===== src/rtl/seg7_pkg.sv =====
// seg7_pkg: shared definitions for the seven-segment scan driver.
//   - SEG_0..SEG_F, SEG_BLANK : active-low segment patterns, bit order g..a
//   - SEG_ACTIVE, AN_ACTIVE   : asserted level of segment and anode pins
//   - hex_to_seg()            : nibble to active-low segment pattern
package seg7_pkg;

    localparam logic [6:0] SEG_0     = 7'b1000000;
    localparam logic [6:0] SEG_1     = 7'b1111001;
    localparam logic [6:0] SEG_2     = 7'b0100100;
    localparam logic [6:0] SEG_3     = 7'b0110000;
    localparam logic [6:0] SEG_4     = 7'b0011001;
    localparam logic [6:0] SEG_5     = 7'b0010010;
    localparam logic [6:0] SEG_6     = 7'b0000010;
    localparam logic [6:0] SEG_7     = 7'b1111000;
    localparam logic [6:0] SEG_8     = 7'b0000000;
    localparam logic [6:0] SEG_9     = 7'b0010000;
    localparam logic [6:0] SEG_A     = 7'b0001000;
    localparam logic [6:0] SEG_B     = 7'b0000011;
    localparam logic [6:0] SEG_C     = 7'b1000110;
    localparam logic [6:0] SEG_D     = 7'b0100001;
    localparam logic [6:0] SEG_E     = 7'b0000110;
    localparam logic [6:0] SEG_F     = 7'b0001110;
    localparam logic [6:0] SEG_BLANK = 7'b1111111;

    localparam logic SEG_ACTIVE = 1'b0;
    localparam logic AN_ACTIVE  = 1'b0;

    function automatic logic [6:0] hex_to_seg(input logic [3:0] nib);
        logic [6:0] s;
        case (nib)
            4'h0: s = SEG_0;
            4'h1: s = SEG_1;
            4'h2: s = SEG_2;
            4'h3: s = SEG_3;
            4'h4: s = SEG_4;
            4'h5: s = SEG_5;
            4'h6: s = SEG_6;
            4'h7: s = SEG_7;
            4'h8: s = SEG_8;
            4'h9: s = SEG_9;
            4'hA: s = SEG_A;
            4'hB: s = SEG_B;
            4'hC: s = SEG_C;
            4'hD: s = SEG_D;
            4'hE: s = SEG_E;
            default: s = SEG_F;
        endcase
        return s;
    endfunction

endpackage


===== src/rtl/seg7_hex_decode.sv =====
// seg7_hex_decode: combinational hex nibble to active-low segment decoder.
//   nib_i [3:0] : hex value
//   seg_o [6:0] : segments g..a, active low
module seg7_hex_decode
    import seg7_pkg::*;
(
    input  logic [3:0] nib_i,
    output logic [6:0] seg_o
);

    assign seg_o = hex_to_seg(nib_i);

endmodule


===== src/rtl/seg7_scan_driver.sv =====
// seg7_scan_driver: time-multiplexed driver for NUM_DIGITS common-anode
// seven-segment digits with tear-free (frame boundary) data update,
// leading-zero suppression and a global enable.
//   CLK, RST_N : clock, synchronous active-low reset
//   LOAD       : strobe capturing DATA_IN / DP_IN
//   DATA_IN    : packed nibbles, nibble k drives digit k (0 = rightmost)
//   DP_IN      : decimal point request per digit, 1 = lit
//   LZ_EN      : suppress leading zeros
//   ENABLE     : 0 blanks the display; scanning keeps running
//   SEG, DP    : segments g..a and decimal point, active low, registered
//   AN         : anode selects, active low one-hot, registered
//   LOAD_ACK   : one-cycle pulse when loaded data becomes visible
module seg7_scan_driver
    import seg7_pkg::*;
#(
    parameter int NUM_DIGITS  = 4,
    parameter int REFRESH_DIV = 50000
) (
    input  logic                      CLK,
    input  logic                      RST_N,
    input  logic                      LOAD,
    input  logic [4*NUM_DIGITS-1:0]   DATA_IN,
    input  logic [NUM_DIGITS-1:0]     DP_IN,
    input  logic                      LZ_EN,
    input  logic                      ENABLE,
    output logic [6:0]                SEG,
    output logic                      DP,
    output logic [NUM_DIGITS-1:0]     AN,
    output logic                      LOAD_ACK
);

    localparam int CNT_W = $clog2(REFRESH_DIV);
    localparam int IDX_W = (NUM_DIGITS > 1) ? $clog2(NUM_DIGITS) : 1;
    localparam int DW    = 4 * NUM_DIGITS;

    logic [CNT_W-1:0]      presc_q, presc_d;
    logic [IDX_W-1:0]      idx_q, idx_d;
    logic [DW-1:0]         active_q, active_d, shadow_q, shadow_d;
    logic [NUM_DIGITS-1:0] act_dp_q, act_dp_d, shd_dp_q, shd_dp_d;
    logic                  pending_q, pending_d;
    logic [6:0]            seg_q, seg_d;
    logic                  dp_q, dp_d;
    logic [NUM_DIGITS-1:0] an_q, an_d;
    logic                  ack_q, ack_d;

    logic                  tick, last_idx, frame_end;
    logic [3:0]            cur_nib;
    logic                  cur_dp, cur_blank, hi_zero;
    logic [NUM_DIGITS-1:0] an_sel;
    logic [6:0]            dec_seg;

    // Prescaler and scan index
    always_comb begin
        tick      = (presc_q == CNT_W'(REFRESH_DIV - 1));
        last_idx  = (idx_q == IDX_W'(NUM_DIGITS - 1));
        frame_end = tick && last_idx;
        presc_d   = tick ? '0 : presc_q + CNT_W'(1);
        idx_d     = idx_q;
        if (tick) begin
            idx_d = last_idx ? '0 : idx_q + IDX_W'(1);
        end
    end

    // Load handshake. Shadow always follows LOAD; active only changes on a
    // frame boundary so a frame never mixes old and new digits. A LOAD on
    // the boundary itself bypasses shadow so it is not held for a full frame.
    always_comb begin
        shadow_d  = shadow_q;
        shd_dp_d  = shd_dp_q;
        active_d  = active_q;
        act_dp_d  = act_dp_q;
        pending_d = pending_q;
        ack_d     = 1'b0;
        if (LOAD) begin
            shadow_d  = DATA_IN;
            shd_dp_d  = DP_IN;
            pending_d = 1'b1;
        end
        if (frame_end) begin
            if (LOAD) begin
                active_d = DATA_IN;
                act_dp_d = DP_IN;
            end else if (pending_q) begin
                active_d = shadow_q;
                act_dp_d = shd_dp_q;
            end
            ack_d     = LOAD || pending_q;
            pending_d = 1'b0;
        end
    end

    // Digit mux plus leading-zero detection. Walking from the top digit
    // down, hi_zero stays set while every nibble from the top through k is 0.
    always_comb begin
        cur_nib   = 4'h0;
        cur_dp    = 1'b0;
        cur_blank = 1'b0;
        hi_zero   = 1'b1;
        an_sel    = {NUM_DIGITS{~AN_ACTIVE}};
        for (int k = NUM_DIGITS - 1; k >= 0; k--) begin
            hi_zero = hi_zero && (active_q[4*k +: 4] == 4'h0);
            if (idx_q == IDX_W'(k)) begin
                cur_nib   = active_q[4*k +: 4];
                cur_dp    = act_dp_q[k];
                cur_blank = LZ_EN && hi_zero && (k != 0);
                an_sel[k] = AN_ACTIVE;
            end
        end
    end

    seg7_hex_decode u_dec (
        .nib_i (cur_nib),
        .seg_o (dec_seg)
    );

    always_comb begin
        seg_d = SEG_BLANK;
        dp_d  = ~SEG_ACTIVE;
        an_d  = {NUM_DIGITS{~AN_ACTIVE}};
        if (ENABLE) begin
            seg_d = cur_blank ? SEG_BLANK : dec_seg;
            dp_d  = cur_dp ? SEG_ACTIVE : ~SEG_ACTIVE;
            an_d  = an_sel;
        end
    end

    always_ff @(posedge CLK) begin
        if (!RST_N) begin
            presc_q   <= '0;
            idx_q     <= '0;
            active_q  <= '0;
            shadow_q  <= '0;
            act_dp_q  <= '0;
            shd_dp_q  <= '0;
            pending_q <= 1'b0;
            seg_q     <= SEG_BLANK;
            dp_q      <= ~SEG_ACTIVE;
            an_q      <= {NUM_DIGITS{~AN_ACTIVE}};
            ack_q     <= 1'b0;
        end else begin
            presc_q   <= presc_d;
            idx_q     <= idx_d;
            active_q  <= active_d;
            shadow_q  <= shadow_d;
            act_dp_q  <= act_dp_d;
            shd_dp_q  <= shd_dp_d;
            pending_q <= pending_d;
            seg_q     <= seg_d;
            dp_q      <= dp_d;
            an_q      <= an_d;
            ack_q     <= ack_d;
        end
    end

    assign SEG      = seg_q;
    assign DP       = dp_q;
    assign AN       = an_q;
    assign LOAD_ACK = ack_q;

endmodule


===== config.mk =====
export PLATFORM = sky130hd
export DESIGN_NAME = seg7_scan_driver
export DESIGN_NICKNAME = d
export VERILOG_FILES = /design/src/rtl/seg7_pkg.sv /design/src/rtl/seg7_hex_decode.sv /design/src/rtl/seg7_scan_driver.sv
export SDC_FILE = /design/constraint.sdc
export NUM_CORES = 1
export LEC_CHECK = 0
export CORE_MARGIN = 2
export CORE_UTILIZATION = 55
export DETAILED_ROUTE_END_ITERATION = 6
export HOLD_SLACK_MARGIN = 0.03
export PLACE_DENSITY_LB_ADDON = 0.12
export SLEW_MARGIN = 20
export SYNTH_ARGS = -nofsm -noshare
export SYNTH_HDL_FRONTEND = slang
export SYNTH_SLANG_ARGS = --single-unit

===== constraint.sdc =====
create_clock -name CLK -period 3.2 [get_ports CLK]
set_clock_uncertainty 0.05 [all_clocks]
set_input_delay 0.8 -clock CLK [delete_from_list [all_inputs] [get_ports CLK]]
set_output_delay 0.8 -clock CLK [all_outputs]
set_load 0.005 [all_outputs]

==> summary.txt <==
Setup path
  • Crit start category: flop
  • Maximum fanout along the worst path: 8
  • Worst path max stage delay: 0.45 ns
  • Critical Path AT: 2.91 ns
  • CP Cell Sequence: inv_1 -> ha_1 -> nor2_1 -> nand3_1 -> a32oi_1 -> inv_1 -> ha_1 -> a21oi_1 -> o21ai_0 -> o22a_1 -> o32a_1
  • R2r worst-path depth: 11
  • Crit. End Element: flop
  • Worst Setup Path Type: reg2reg
  • Critical path's slowest cell: a32oi_1
  • CP Data Required Time: 3.38 ns

Synthesis
  • Compound-gate portion of the synthesized area: 14.95%
  • Synthesized area: 0.003154 mm2
  • Synth unique cells: 45
  • Synth Flop Type: dfxtp_1
  • Syn_nets: 362
  • Asr flop ratio synth: 0%
  • Post-Synth Adder-Cell Area: 4.363%
  • Mapped Cells: 326
  • Largest family of logic cells by synthesized area: simple AND/OR/NAND/NOR gates
  • Sequential area share after synthesis: 45.70%
  • Multiplexer area fraction after synthesis: 9.282%
  • Avg Inst Size Synth: 9.676 um2
  • YS warnings: 0
  • EDFF count, synth: 0
  • Simple-gate area share of the yosys netlist: 17.41%
  • Xor-xnor portion of the synthesized cell area: 3.887%
  • Yosys reg bits: 72

Min path
  • Worst hold path type: reg2reg
  • Worst Hold Depth: 1

Floorplan
  • Initial core utilization: 57.28%
  • Horiz. Die Dim: 79.73 um
  • CORE AREA: 0.005507 mm2
  • Die H: 79.73 um
  • Die Footprint: 0.006357 mm2
  • Num ports: 38
  • Num rows: 27

STA
  • Worst Setup Slack, final: 0.4611 ns
  • # setup viols final: 0
  • Fmax achieved: 365.1 MHz
  • Unrepaired setup endpoints after global routing: false
  • Worst Max-Slew Pin Slew: 0.5296 ns
  • Total negative slack: 0 ns
  • Slew Viols, Final: 0
  • Slew HR: 64.21%
  • Min Tclk post-route: 2.739 ns
  • Final period util: 85.59%
  • Fin. Hold Viols: 0

Status
  • Run status: completed

Final layout
  • Reg area: 0.001441 mm2
  • Fin cells: 435
  • # nets final: 394
  • Synth-to-layout area growth: 18.17%
  • Share of layout cells above drive strength 1: 12.12%
  • Diode count: 0
  • Most common cell after layout, fill and taps aside: dfxtp_1
  • Area of the multi-input gates: 0.001574 mm2
  • Fillers: 436
  • Fin area: 0.003727 mm2
  • Commonest non-fill, non-tap cells in the layout: dfxtp_1 (72), nor2_1 (65), clkdlybuf4s50_1 (37)

Detailed routing
  • DRC viols: 0
  • Via count: 2343
  • Via density: 5.386
  • Routed wire length: 5.773 mm
  • DR iter-0 viols: 156
  • Routed Antenna Nets: 0
  • DR WL/cell: 13.27 um
  • Drt pass-1 iters: 4

Power
  • Cell Pwr Density: 464.6 mW/mm2
  • Tot Pwr: 1.732 mW
  • LEAKAGE: 1.384 nW
  • Worst vdd ir: 0.2600 mV

Clock tree
  • H-Tree Depth: 3
  • Clk sinks: 72
  • Postcts setup bufs: 0
  • CTS tree: done
  • CTS root buf: clkbuf_8
  • Clock buffer depth: 2
  • Clk_lat worst skew: 0.34 ns
  • Clock-pin slew on the worst setup and hold paths: 0.07 ns
  • # resized after CTS: 0
  • Inserted Clock Buffers: 9
  • CTS Hold Buffers Added: 0

Placement
  • GP Congestion: 0.8437
  • HPWL Detailed: 4.062 mm
  • DP Cell Count: 419
  • Port Buffers: 37
  • Area post-placement: 0.003532 mm2
  • Pre-CTS setup slack: 0.5114 ns

Job
  • Max-Cap Viols: 0

Global routing
  • GR Overflow Total: 0
  • Number of global-route vias before repair: 2140
  • Largest net degree at the start of global routing: 44
  • GRT Total Usage: 19.53%
  • Global-route wire length before repair: 9.632 mm
  • Number of antenna violations at the first check in global routing: 0
## where the power goes
group / internal, mW / switching (mW) / leakage [nW] / total (mW)
Sequential: 0.919 / 0.00736 / 0.587 / 0.926
Clock: 0.363 / 0.335 / 0.0929 / 0.698
Combinational: 0.0567 / 0.0509 / 0.704 / 0.108
Total: 1.34 / 0.394 / 1.38 / 1.73
## logic make-up (layout without fill, tap and decap cells)
group / count (synthesis) / after routing
simple gates: 122 / 122
flops: 72 / 72
buf+inv: 28 / 65
compound gates: 50 / 50
fa+ha+maj: 11 / 11
mux: 29 / 29
xor+xnor: 14 / 14
## area by class of cell
class                      instances  share of cell area, %
sequential                        72                  38.67
inverter                           9                 0.9063
timing repair buffer              40                  10.54
multi-input combinational        226                  42.23
clock buffer                      10                  3.424
tap                               72                  2.417
clock inverter                     6                  1.813
## cell usage after synthesis, types with 2 or more instances
| master | count | area (um2) |
|---|---|---|
| o21ai_0 | 4 | 20.02 |
| nand2_1 | 22 | 82.58 |
| xor2_1 | 10 | 87.58 |
| a211oi_2 | 20 | 250.2 |
| o31ai_1 | 2 | 15.01 |
| nor2b_1 | 2 | 12.51 |
| buf_2 | 3 | 15.01 |
| inv_1 | 8 | 30.03 |
| and2_1 | 2 | 12.51 |
| nor2_1 | 65 | 244.0 |
| a21oi_1 | 8 | 40.04 |
| dfxtp_1 | 72 | 1441 |
| clkbuf_1 | 7 | 26.28 |
| ha_1 | 11 | 137.6 |
| o21a_1 | 2 | 15.01 |
| and4_1 | 3 | 26.28 |
| nand4_1 | 5 | 31.28 |
| buf_1 | 3 | 11.26 |
| nor4_1 | 2 | 12.51 |
| buf_4 | 4 | 30.03 |
| mux2_2 | 2 | 22.52 |
| a32oi_1 | 2 | 17.52 |
| o221ai_1 | 3 | 26.28 |
| buf_6 | 2 | 22.52 |
| xnor2_1 | 4 | 35.03 |
| mux2i_1 | 27 | 270.3 |
| nand3_1 | 12 | 60.06 |
| and3_1 | 2 | 12.51 |
## critical path, delay by kind of cell (launching register included)
kind	cells	cell delay, ns
compound gates	5	1.04
fa+ha+maj	2	0.59
flops	1	0.39
simple gates	2	0.31
buf+inv	2	0.25
## metal layers
metal / global-route usage (%) / part of all wire (%)
met1: 25.36 / 46
met2: 31.26 / 48
met3: 4.525 / 4.9
met4: 8.136 / 1.0
met5: 0 / 0
## sequential cells by signal, summed over array words and instances, names as in the netlist
signal	flops
SEG	7
shadow_q	16
shd_dp_q	4
active_q	16
act_dp_q	4
pending_q	1
AN	4
LOAD_ACK	1
DP	1
presc_q	16
idx_q	2
## stage by stage
| stage | util, % | hold WS [ns] |
|---|---|---|
| after floorplan | - | 0.3761 |
| after CTS | 67.69 | 0.4206 |
| final | 67.69 | 0.4245 |
| after global placement | 64.14 | 0.3883 |
| after global routing | 67.69 | 0.4488 |
| after detailed placement | 64.14 | 0.4039 |
## worst paths after layout
path                          from                     to  slack [ns]
max          idx_q[0]$_SDFFE_PN0N_      SEG[0]$_SDFF_PP1_        0.46
min          presc_q[0]$_SDFF_PP0_  presc_q[0]$_SDFF_PP0_        0.42
max reg2reg  idx_q[0]$_SDFFE_PN0N_      SEG[0]$_SDFF_PP1_        0.46
min reg2reg  presc_q[0]$_SDFF_PP0_  presc_q[0]$_SDFF_PP0_        0.42
(Power assumes the default switching activity.)
